<file path="config.mk">
export PLATFORM = sky130hd
export DESIGN_NAME = seq_divider
export DESIGN_NICKNAME = d
export VERILOG_FILES = /design/src/rtl/seq_divider_pkg.sv /design/src/rtl/seq_divider_trial_subtractor.sv /design/src/rtl/seq_divider.sv
export SDC_FILE = /design/constraint.sdc
export NUM_CORES = 1
export LEC_CHECK = 0
export BUFFER_PORTS_ARGS = -buffer_cell sky130_fd_sc_hd__buf_2
export CAP_MARGIN = 20
export CELL_PAD_IN_SITES_DETAIL_PLACEMENT = 0
export CELL_PAD_IN_SITES_GLOBAL_PLACEMENT = 1
export CORE_MARGIN = 8
export CORE_UTILIZATION = 41
export CTS_CLUSTER_SIZE = 20
export DETAILED_ROUTE_END_ITERATION = 8
export GPL_TIMING_DRIVEN = 0
export PLACE_DENSITY = 0.75
export SLEW_MARGIN = 25
export SYNTH_ARGS = -nofsm -noshare
export SYNTH_HDL_FRONTEND = slang
export SYNTH_SLANG_ARGS = --single-unit
</file>
<file path="constraint.sdc">
create_clock -name clk -period 3.4 [get_ports clk]
set_input_delay 0.68 -clock clk [delete_from_list [all_inputs] [get_ports clk]]
set_output_delay 0.68 -clock clk [all_outputs]
set_load 0.01 [all_outputs]
</file>
<file path="src/rtl/seq_divider_pkg.sv">
// Shared definitions for the sequential restoring divider: state encoding,
// default operand width and the iteration-counter sizing helper.
package seq_divider_pkg;

    localparam int DEFAULT_WIDTH = 8;

    typedef enum logic [1:0] {
        IDLE = 2'd0,
        CALC = 2'd1,
        DONE = 2'd2
    } state_t;

    // The counter must be able to hold WIDTH-1 (the last CALC step index).
    function automatic int count_width(input int width);
        return (width > 1) ? $clog2(width + 1) : 1;
    endfunction

endpackage

</file>
<file path="src/rtl/seq_divider_trial_subtractor.sv">
// Combinational WIDTH+1-bit trial subtraction for one restoring-division step.
// Produces the low WIDTH bits of the difference and a non-negative flag.
module trial_subtractor
    import seq_divider_pkg::*;
#(
    parameter int WIDTH = DEFAULT_WIDTH
) (
    input  logic [WIDTH:0]   minuend,
    input  logic [WIDTH:0]   subtrahend,
    output logic [WIDTH-1:0] difference,
    output logic             non_negative
);

    logic [WIDTH:0] full;

    // The partial remainder is always below twice the divisor, so the true
    // difference fits in WIDTH+1 signed bits and bit WIDTH is its sign.
    assign full         = minuend - subtrahend;
    assign difference   = full[WIDTH-1:0];
    assign non_negative = ~full[WIDTH];

endmodule

</file>
<file path="src/rtl/seq_divider.sv">
// Sequential unsigned restoring divider: one quotient bit per clock in CALC,
// with a dedicated single-cycle path for division by zero.
module seq_divider
    import seq_divider_pkg::*;
#(
    parameter int WIDTH = DEFAULT_WIDTH
) (
    input  logic             clk,
    input  logic             rst,
    input  logic             start,
    input  logic [WIDTH-1:0] dividend,
    input  logic [WIDTH-1:0] divisor,
    output logic             busy,
    output logic             done,
    output logic [WIDTH-1:0] quotient,
    output logic [WIDTH-1:0] remainder,
    output logic             div_by_zero
);

    localparam int CW = count_width(WIDTH);
    localparam logic [CW-1:0] LAST_STEP = CW'(WIDTH - 1);

    state_t           state;
    state_t           next_state;
    logic [CW-1:0]    count;
    logic [WIDTH-1:0] divisor_q;
    logic [WIDTH:0]   partial;
    logic [WIDTH-1:0] diff;
    logic             non_negative;
    logic             accept;
    logic             zero_div;

    assign accept   = (state == IDLE) && start;
    assign zero_div = (divisor == '0);
    assign busy     = (state == CALC);
    assign done     = (state == DONE);

    // The quotient register doubles as the dividend shift register: its MSB
    // feeds the partial remainder while quotient bits enter at the LSB.
    assign partial = {remainder, quotient[WIDTH-1]};

    trial_subtractor #(
        .WIDTH(WIDTH)
    ) u_trial_subtractor (
        .minuend     (partial),
        .subtrahend  ({1'b0, divisor_q}),
        .difference  (diff),
        .non_negative(non_negative)
    );

    always_ff @(posedge clk or posedge rst) begin
        if (rst) begin
            state <= IDLE;
        end else begin
            state <= next_state;
        end
    end

    always_comb begin
        next_state = state;
        case (state)
            IDLE: begin
                if (start) begin
                    next_state = zero_div ? DONE : CALC;
                end
            end
            CALC: begin
                if (count == LAST_STEP) begin
                    next_state = DONE;
                end
            end
            DONE: begin
                next_state = IDLE;
            end
            default: begin
                next_state = IDLE;
            end
        endcase
    end

    always_ff @(posedge clk or posedge rst) begin
        if (rst) begin
            count       <= '0;
            divisor_q   <= '0;
            quotient    <= '0;
            remainder   <= '0;
            div_by_zero <= 1'b0;
        end else if (accept) begin
            count     <= '0;
            divisor_q <= divisor;
            if (zero_div) begin
                quotient    <= '1;
                remainder   <= dividend;
                div_by_zero <= 1'b1;
            end else begin
                quotient    <= dividend;
                remainder   <= '0;
                div_by_zero <= 1'b0;
            end
        end else if (state == CALC) begin
            quotient  <= {quotient[WIDTH-2:0], non_negative};
            remainder <= non_negative ? diff : partial[WIDTH-1:0];
            count     <= count + 1'b1;
        end
    end

endmodule

</file>
# Yosys cells after proc, flatten, opt, wreduce, memory -nomap -nowiden

Index checks and enable logic that the tools add are counted.

Input bits: 19
Flip-flop bits (word level): 31

Reduce and logical (&&, ||, !) cells: 5
Eq/ne operators: 5
$add $sub $neg: 2
Multiplexer cells: 14
Bitwise logic cells: 1

Operators with widths:

| cell                                                                    | number |
|---|---|
| 8-bit two-way mux                                                       | 7 |
| 9-bit by 8-bit subtractor with 9-bit output                             | 1 |
| 8-bit logical NOT                                                       | 1 |
| 4-bit two-way mux                                                       | 2 |
| 2-bit two-way mux                                                       | 3 |
| 4-bit by 1-bit adder with 4-bit output, second input constant           | 1 |
| 4-bit by 3-bit equality test with 1-bit output, second input constant   | 1 |
| 2-bit case mux with 2 select lines                                      | 1 |
| 2-bit by 1-bit equality test with 1-bit output, second input constant   | 1 |
| 2-bit equality test, second input constant                              | 1 |
| 2-bit logical NOT                                                       | 1 |
| 2-bit by 1-bit inequality test with 1-bit output, second input constant | 1 |
| 2-bit inequality test, second input constant                            | 1 |
| 2-bit AND reduction                                                     | 1 |
| 2-bit nonzero test                                                      | 1 |
| 1-bit logical AND                                                       | 1 |
| 1-bit two-way mux                                                       | 1 |
| 1-bit NOT                                                               | 1 |

# Depth between registers and ports, before layout

Word-level depth: 4
Gate-level depth with buffers: 9
Gate-level depth less buffers: 9

# By module

From an unflattened synthesis, not the netlist that was laid out.

Cells, all modules: 203
Area total of the unflattened synthesis: 1915.6 um^2

By module, submodules not included:

| module           | area an instance (um^2) | times used | cells each |
|---|---|---|---|
| seq_divider      | 1517.7                  | 1          | 146 |
| trial_subtractor | 397.9                   | 1          | 57 |

# Worst setup path before layout

No wires, ideal clock.

Kind: register to register
Start point: register quotient[7]
End point: register remainder[2]
Stages on the path, launching flop included: 10
Period minus slack after synthesis: 2.540 ns
Arrival: 2.408 ns
Library setup time: 0.132 ns
Path slack: 0.860 ns
Buffers on the path: 0
Cells stage by stage: dfrtp_1 -> inv_1 -> ha_1 -> fa_1 -> nand2b_1 -> a211oi_2 -> o32ai_1 -> a311oi_4 -> mux2i_1 -> o21ai_1

Longest elaborated chain between the ends: 4

Ends and longest elaborated chain:

| what                                        | RTL line                           | RTL |
|---|---|---|
| start, declared                             | seq_divider.sv:15                  | `output logic [WIDTH-1:0] quotient,` |
| start signal, assigned                      | seq_divider.sv:96                  | `quotient <= dividend;` |
| start signal, assigned                      | seq_divider.sv:101                 | `quotient <= {quotient[WIDTH-2:0], non_negative};` |
| 9-bit by 8-bit subtractor with 9-bit output | seq_divider_trial_subtractor.sv:18 | `assign full = minuend - subtrahend;` |
| 8-bit two-way mux                           | seq_divider.sv:102                 | `remainder <= non_negative ? diff : partial[WIDTH-1:0];` |
| 8-bit two-way mux                           | seq_divider.sv:100                 | `end else if (state == CALC) begin` |
| 8-bit two-way mux                           | seq_divider.sv:88                  | `end else if (accept) begin` |
| end signal, assigned                        | seq_divider.sv:93                  | `remainder <= dividend;` |
| end signal, assigned                        | seq_divider.sv:102                 |  |
| end, declared                               | seq_divider.sv:16                  | `output logic [WIDTH-1:0] remainder,` |

Every way passes these cells. The select of a mux whose other input is x is not followed.
A chain may end at the register's enable or synchronous reset.

# Worst setup path after layout

Start point: register quotient[7]
End point: register remainder[3]

The elaborated chain is that of the path after synthesis.

==> metrics.cfg <==
[place]
gp_congestion=0.7953
pre_cts_slack_ns=0.5291
placed_area_um2=2171
io_buffers=37
place_hpwl_mm=3.976

[clock_network]
post_cts_buffers=0
clock_path_buffers=2
ctsResizeCount=0
cts_root_buf=clkbuf_8
insertion_delay_ns=0.28
ctsHoldBuffers=0
cts_buffers=5
clk_pin_slew_ns=0.07
htreeDepth=2
clock_sinks=31
cts_tree=done

[detailed_routing]
final_antenna_net_count=0
wl_per_cell_um=16.66
vias=1772
drcViolationCount=0
drtIter0Drc=93
routed_wl_mm=5.232
vias_per_cell=5.643
dr.pass1.iters=4

[pwr]
peakVddDrop_mv=0.5063
power.leakage_nw=1.030
power.total_w=0.002668
p_per_area_nw_per_um2=1184

[floorplanning]
die-area_um2=7123
initial_core_util=0.4143
fp.dieH_um=84.40
fp.coreArea_um2=4629
rows=25
num_io_pins=38
dieWidth_um=84.40

[worst_hold_path]
hold_path.class=register to register
min_path_cells=2

[global_route]
grt_usage=0.1578
grt_pass1_wl_mm=9.032
antenna_found_initial=0
grt_pass1_vias=1745
grt_max_degree=32
overflow=0

[timing]
drv_slew=0
fin_crit_sh=0.8613
rsz0062_at_grt=no
finClkSkew_ns=0.003612
setup_viol=0
finalWorstSetupSlack_ns=0.4717
slew_headroom=0.5534
tightestPinTransition_ns=0.6690
fin_crit_ns=2.928
setup-tns-final_ns=0
fmax_ghz=0.3415
hold_viol=0

[worst_setup_path]
start_kind=register
crit_arrival_ns=3.08
cp-end-kind=register
ff2ff_path_depth=9
path_depth=9
cp.buffers_inverters=1
crit_required_ns=3.55
crit_fanout=9
crit_chain=inv_1 -> ha_1 -> fa_1 -> nand2b_1 -> a211oi_2 -> o32ai_1 -> a311oi_4 -> mux2i_1 -> o21ai_1
slowest_delay_ns=0.62
critical-path-top-delay-family=compound AO/OA/AOI/OAI gates
worstSetupPathType=register to register
critPathSlowestCell=a311oi_4

[flow_run]
maxCapViolCount=0

[yosys]
syn_area_um2=1918
yosys.area.top_type=dfrtp_1
synth_edf_count=0
avgSynthCellArea_um2=8.921
synthCells=215
synthArstFlopShare=1.000
syn-num-nets=244
ys_ff_latch=31
yosys_warnings=0
ys_seq_area_frac=0.4044
synth_top_cell_area_share=0.4044
synth_common_cells=dfrtp_1 (31), nand2_1 (28), o21ai_0 (18)
ys_types=45
synth.area.top_cells=dfrtp_1 (40%), ha_1 (5.9%), nand2_1 (5.5%)
ys.flop_type=dfrtp_1
yosysMostFrequentCell=dfrtp_1

[finish]
diodes=0
fill_cells=486
drive_above_1_share=0.2038
areaGrowthSynthToFinish_pct=17.42
nNetsFinal=288
final_area_um2=2252

[status]
status=completed

flip-flops by register name, indices dropped and copies added, names as in the netlist:
name         flops
state            2
div_by_zero      1
divisor_q        8
remainder        8
count            4
quotient         8
through the flow:
| step | cells | util | hold slack, ns |
|---|---|---|---|
| after floorplan | 215 | - | 0.4497 |
| after global placement | 306 | 0.4689 | 0.4636 |
| after detailed placement | 306 | 0.4689 | 0.4670 |
| final | 314 | 0.4865 | 0.4815 |
| after CTS | 314 | 0.4865 | 0.4845 |
| after global routing | 314 | 0.4865 | 0.5056 |
final cells by class:
type / instances / area [um^2] / share of cell area
clock inverter: 1 / 5.005 / 0.002222
inverter: 13 / 48.80 / 0.02167
tap: 54 / 67.56 / 0.03000
multi-input combinational: 162 / 1057 / 0.4694
timing repair buffer: 37 / 185.2 / 0.08222
sequential: 31 / 775.7 / 0.3444
clock buffer: 7 / 76.32 / 0.03389
buffer: 9 / 36.28 / 0.01611
worst min-delay path, stage by stage (launching register included):
cell and delay [ns]:
dfrtp_1 0.35, nand2_1 0.05, nand2_1 0.05
final timing paths:
check                                to  slack [ns]        start
hold reg to reg             div_by_zero        0.48  div_by_zero
setup reg to reg           remainder[3]        0.47  quotient[7]
max in group asynchronous      count[3]        2.47          rst
setup / recovery           remainder[3]        0.47  quotient[7]
min in group asynchronous  remainder[0]        0.49          rst
hold / removal              div_by_zero        0.48  div_by_zero
layer usage:
layer  up-vias  global-route usage  part of all wire
met3         6             0.04195             0.041
met2        35              0.2436              0.47
li1        869                   -                 -
met1       862              0.2072              0.47
met5         -                   0                 0
met4         0             0.05340             0.014
layout by cell type, fill, tap and decap left out, types with 3 or more instances in the layout:
cell type	count
a31oi_1	4
nor2_1	15
a21oi_1	9
mux2i_1	5
a221oi_1	3
nand2_1	28
dfrtp_1	31
nand3_1	4
a22o_1	3
a22oi_1	6
ha_1	9
xnor2_1	4
nor2b_1	4
nor3_1	5
o31ai_1	6
clkbuf_1	9
o21ai_1	4
nand2b_1	7
o21ai_0	18
inv_1	12
buf_2	39
clkbuf_8	5
o22ai_1	3
power breakdown:
group	internal, W	switching, W
registers	0.000550	0.000139
logic	0.000721	0.000977
clock network	0.000143	0.000137
cells by family after synthesis:
group	Yosys count	synth area share
AO/OA/AOI/OAI	69	0.2498
XOR/XNOR	4	0.01826
adder cells (fa/ha/maj)	10	0.06915
buffers and inverters	22	0.04436
flip-flops	31	0.4044
multiplexers	6	0.03196
AND/OR/NAND/NOR	73	0.1820
(Power assumes the default switching activity.)
